$ cat src/rtl/instr_mem_loader.sv
// Instruction memory loader: streams 16-bit words into imem from address 0.
// Holds core_run low until a full program is written. Option: LOADER_CHECKSUM_EN.
module instr_mem_loader #(
    parameter int         ADDR_WIDTH = 8,
    parameter int         DATA_WIDTH = 16,
    parameter logic [3:0] END_OPCODE = 4'hF
) (
    input  logic                  clock,
    input  logic                  reset,
    input  logic                  load_start,
    input  logic [DATA_WIDTH-1:0] in_data,
    input  logic                  in_valid,
    output logic                  in_ready,
    output logic                  imem_wr_en,
    output logic [ADDR_WIDTH-1:0] imem_wr_addr,
    output logic [DATA_WIDTH-1:0] imem_wr_data,
    output logic                  load_done,
    output logic                  core_run,
    output logic                  overflow_err,
`ifdef LOADER_CHECKSUM_EN
    output logic [DATA_WIDTH-1:0] load_checksum,
`endif
    output logic [ADDR_WIDTH:0]   word_count
);

    typedef enum logic [1:0] {
        IDLE,
        LOAD,
        DONE,
        ERR
    } state_t;

    state_t                state;
    state_t                state_nx;
    logic [ADDR_WIDTH-1:0] addr;
    logic                  accept;
    logic                  is_end;
    logic                  at_last;
    logic                  restart;

    always_comb begin
        state_nx     = state;
        accept       = in_valid && (state == LOAD);
        is_end       = (in_data[DATA_WIDTH-1 -: 4] == END_OPCODE);
        at_last      = (addr == '1);
        restart      = load_start && (state != LOAD);
        in_ready     = (state == LOAD);
        load_done    = (state == DONE);
        overflow_err = (state == ERR);
        unique case (state)
            IDLE: begin
                if (load_start) state_nx = LOAD;
            end
            LOAD: begin
                // END wins over overflow when it lands on the last address
                if (accept && is_end)       state_nx = DONE;
                else if (accept && at_last) state_nx = ERR;
            end
            DONE, ERR: begin
                if (load_start) state_nx = LOAD;
            end
            default: state_nx = IDLE;
        endcase
    end

    always_ff @(posedge clock) begin
        if (reset) begin
            state        <= IDLE;
            addr         <= '0;
            word_count   <= '0;
            imem_wr_en   <= 1'b0;
            imem_wr_addr <= '0;
            imem_wr_data <= '0;
            core_run     <= 1'b0;
        end else begin
            state      <= state_nx;
            imem_wr_en <= accept;
            // release one cycle after the final write lands
            core_run   <= (state == DONE) && (state_nx == DONE);
            if (restart) begin
                addr       <= '0;
                word_count <= '0;
            end else if (accept) begin
                addr         <= addr + ADDR_WIDTH'(1);
                word_count   <= word_count + (ADDR_WIDTH+1)'(1);
                imem_wr_addr <= addr;
                imem_wr_data <= in_data;
            end
        end
    end

`ifdef LOADER_CHECKSUM_EN
    always_ff @(posedge clock) begin
        if (reset || restart) begin
            load_checksum <= '0;
        end else if (accept) begin
            load_checksum <= load_checksum ^ in_data;
        end
    end
`endif

endmodule

$ cat config.mk
export PLATFORM = sky130hd
export DESIGN_NAME = instr_mem_loader
export DESIGN_NICKNAME = d
export VERILOG_FILES = /design/src/rtl/instr_mem_loader.sv
export SDC_FILE = /design/constraint.sdc
export NUM_CORES = 1
export LEC_CHECK = 0
export CORE_AREA = 3 3 65 67
export CTS_CLUSTER_SIZE = 28
export DETAILED_ROUTE_END_ITERATION = 6
export DIE_AREA = 0 0 68 70
export GPL_ROUTABILITY_DRIVEN = 1
export GPL_TIMING_DRIVEN = 0
export PLACE_DENSITY = 0.81
export SETUP_SLACK_MARGIN = 0.3
export SYNTH_ARGS = -nofsm -noshare
export SYNTH_HDL_FRONTEND = slang
export SYNTH_SLANG_ARGS = --single-unit
$ cat constraint.sdc
create_clock -name clock -period 2.55 [get_ports clock]
set_input_delay 0.51 -clock clock [delete_from_list [all_inputs] [get_ports clock]]
set_output_delay 0.51 -clock clock [all_outputs]
set_load 0.05 [all_outputs]
Word-level counts from Yosys, hierarchy flattened
Index checks and enable logic that the tools add are counted.

Logic and storage cells: 30. Bits of input ports: 20. Register bits after elaboration: 45. Output and inout bits: 38.

Bitwise gates (word level): 1. Mux-type cells: 4. Eq/ne operators: 7. Add/sub/neg operators: 2. Reduce and logical (&&, ||, !) cells: 9.

Operator list (count): $add 9x1->9 const B (1); $add 8x1->8 const B (1); $eq 8x8->1 const B (1); $eq 2x2->1 const B (3); $mux 2 (3); $logic_and 1x1->1 (5); $eq 4x4->1 const B (1); $pmux 2 s2 (1); $reduce_or 3->1 (1); $eq 2x1->1 const B (1); $logic_not 2->1 (1); $ne 2x1->1 const B (1); $reduce_and 2->1 (1); $reduce_or 2->1 (1); $not 1->1 (1).

Depth between registers and ports, before layout
Depth after elaboration: 8. Mapped depth: 6. Gate-level depth less buffers: 4.

Worst setup path after synthesis
No wires, ideal clock.

Path kind: register to register. From: reg word_count[0]. To: reg word_count[8]. Arrival time: 1.628 ns. Period minus slack after synthesis: 1.698 ns. Buffers on the path: 0. Setup time: 0.070 ns. Stages on the path, launching flop included: 5. Setup slack: 0.852 ns. Data required time: 2.480 ns. Cell sequence: dfxtp_1 -> ha_1 -> nand2_1 -> or4_1 -> a21oi_1.

Longest elaborated chain between the ends: 1.

Ends and longest elaborated chain: start, declared (line 23) `output logic [ADDR_WIDTH:0] word_count`; start signal, assigned (line 85) `word_count <= word_count + (ADDR_WIDTH+1)'(1);`; $add 9x1->9 (line 85).

Every way passes these cells. A chain may end at the register's enable or synchronous reset.

Final worst setup path
From: reg word_count[4]. To: out word_count[4].

No word-level cell between the ends.

==> results.md <==
* Synthesized area at 1750 µm²
* Largest net degree at the start of global routing at 14
* Slowest-stage cell, CP: clkdlybuf4s50_1
* RSZ-0062 raised after global routing: false
* Sequential area share after synthesis at 51.4%
* Top FF cell, synth: dfxtp_1
* Sequential share of power at 50.3%
* DR WL/cell at 12.6 µm
* Setup violators final at 0
* Die area at 4760 µm²
* Number of synthesized flops with an enable pin at 0
* Global-route wire length before repair at 6820 µm
* # diodes at 0
* CTS buffer count at 5
* Vias in the first global route at 1559
* H-Tree Level Count at 2
* Net Sw Power at 339 µW
* Top Ports at 58
* CTS Hold Bufs at 0
* P&R area growth vs syn at 42.1%
* Die Wd at 68 µm
* Gr ovfl total at 0
* Synthesis Warnings at 0
* DR iter-0 viols at 126
* Crit-path cells: clkdlybuf4s50_1
* Netlist cell types at 27
* Switching Fraction at 23.6%
* Synthesized net count at 233
* Area share of the largest cell type after synthesis at 51.4%
* Vias at 1666
* Peak supply drop at 348 µV
* Setup TNS at 0 ns
* Die Y at 70 µm
* Worst EP arrival at 1.59 ns
* Total track usage at 18.4%
* Worst-margin pin slew at 0.518 ns
* Power Density at 578 nW/µm²
* Min-delay worst type: reg2reg
* Max_slew headroom at 65.3%
* Layout cell share with drive strength beyond 1 at 5.45%
* Max-cap viol count at 0
* Top Family by Delay on Critical Path: buffers and inverters
* Internal power component at 1100 µW
* Core Area at 3690 µm²
* CP startpoint kind: flip-flop
* Slew Viols, Final at 0
* DR DRC count at 0
* CP max FO at 7
* Cts repair resizes at 2
* Clock Skews at 0.00766 ns
* Yosys reg bits at 45
* R2R Path Start: addr[0]
* Worst Setup End Kind: primary output
* CTS tree: yes
* Row count at 22
* Hold path endpoint: imem_wr_addr[4]
* Clock power frac at 38.3%
* Total power at 1440 µW
* Clk_lat worst skew at 0.30 ns
* Post-DRT Antenna Nets at 0
* Worst r2r path cells at 4
* Initial core utilization at 47.5%
* Clock slew at reported path FFs at 0.08 ns
* Placement Setup Slack at 0.365 ns
* Final RePlAce weighted congestion at 0.788
* Mean Syn Cell Area at 8.30 µm²
* Count leader, synth: nand2_1
* TritonRoute pass-1 iters at 4
* Initial antenna violation count at 0
* Layout net count at 296
* Leakage at 0.000850 µW
* Area contributors post-synth: dfxtp_1 51%, nand2_1 12%, a21oi_1 11%, o31ai_1 2.6%, or4_1 2.6%
* Period minus WS final at 2.10 ns
* Hold slack at 0.456 ns
* Drt total wl at 4080 µm
* Synth area leader: dfxtp_1
* R2R Setup Slk at 0.97 ns
* Clk root buf: clkbuf_8
* IO buf count at 56
* Fin crit share at 82.3%
* Hold Crit Depth at 2
* CP max stage delay at 0.85 ns
* Status: finished clean
* Synth Instances at 211
* Hold Startpoint: imem_wr_addr[4]
* Worst setup path class: reg2out
* CTS Sinks at 45
* Worst path bufs/invs at 1
* Commonest cells in the netlist: 58 x nand2_1, 45 x dfxtp_1, 39 x a21oi_1
* Fin worst setup slack at 0.452 ns
* F_max at 477 MHz
* Async set-reset flop share out of synthesis at 0%
* Hpwl dp at 2970 µm
* Combinational Power Share at 11.4%
* Via/cell ratio at 5.16
* Setup Fix Bufs, Post-CTS at 0
* Maximum root-to-sink buffer count at 2
* Final Hold Viols at 0
* Reg2Reg Capture Point: addr[6]
* Critical path data required time at 2.04 ns
-- metrics by stage --
step | cell area (µm²) | util, % | std cells
floorplan | 1750 | - | 211
global placement | 2370 | 64.3 | 315
detailed placement | 2370 | 64.3 | 315
CTS | 2490 | 67.4 | 323
global route | 2490 | 67.5 | 323
finish | 2490 | 67.5 | 323
-- registers in the layout (all words and copies together), names as in the netlist --
signal / count
addr: 8
core_run: 1
imem_wr_addr: 8
imem_wr_data: 16
imem_wr_en: 1
state: 2
word_count: 9
-- power by group through the flow --
stage               sequential (µW)  combinational (µW)  clock, µW
floorplan                       783                53.4          0
global placement                740                 165          0
detailed placement              741                 166          0
CTS                             724                 166        562
global route                    726                 178        587
finish                          724                 164        551
-- per-layer routing --
| metal | wire, µm | up-vias | global-route usage [%] |
|---|---|---|---|
| met2 | 1880 | 49 | 27.6 |
| met3 | 372 | 6 | 8.68 |
| met1 | 1780 | 755 | 23.3 |
| li1 | - | 856 | - |
| met4 | 48 | 0 | 5.30 |
| met5 | 0 | - | 0 |
-- layout by cell type (no fill, tap or decap), drive strengths merged, types with 2 or more instances in the layout --
| cell | instances |
|---|---|
| ha | 2 |
| nor2 | 4 |
| o31ai | 6 |
| nand4b | 3 |
| clkbuf | 13 |
| dfxtp | 45 |
| or4 | 6 |
| inv | 4 |
| o21ai | 7 |
| a21oi | 39 |
| xnor2 | 2 |
| buf | 6 |
| dlygate4sd2 | 2 |
| nand4 | 4 |
| clkdlybuf4s50 | 53 |
| nand2 | 58 |
| or3 | 7 |
| nand3 | 3 |
-- worst max path at each step --
stage | startpoint | to | slack, ns | cells past startpoint
floorplan | word_count[0] | word_count[8] | 0.85 | 4
global placement | in_valid | word_count[7] | 0.41 | 5
detailed placement | in_valid | word_count[7] | 0.37 | 5
CTS | state[1] | overflow_err | 0.32 | 2
global route | word_count[4] | word_count[4] | 0.40 | 1
finish | word_count[4] | word_count[4] | 0.45 | 1
-- cells by family after synthesis --
| logic type | synth area share (%) |
|---|---|
| simple gates | 24.6 |
| compound gates | 17.1 |
| flops | 51.4 |
| fa+ha+maj | 1.43 |
| xor+xnor | 1.50 |
| buf+inv | 4.00 |
-- cell type report --
| class | instances | area (µm²) |
|---|---|---|
| flip-flops and latches | 45 | 901 |
| well taps | 48 | 60.1 |
| clock inverters | 1 | 30.0 |
| clock buffers | 7 | 86.3 |
| fillers | 328 | 1200 |
| multi-input cells | 150 | 781 |
| plain buffers | 12 | 55.1 |
| repair buffers | 56 | 561 |
| inverters | 4 | 15.0 |
-- worst min-delay path, delay by kind of cell, from the launching register on --
family / cells / cell delay (ns)
flip-flops: 1 / 0.31
AO/OA/AOI/OAI: 1 / 0.05
AND/OR/NAND/NOR: 1 / 0.05
(Power assumes the default switching activity.)
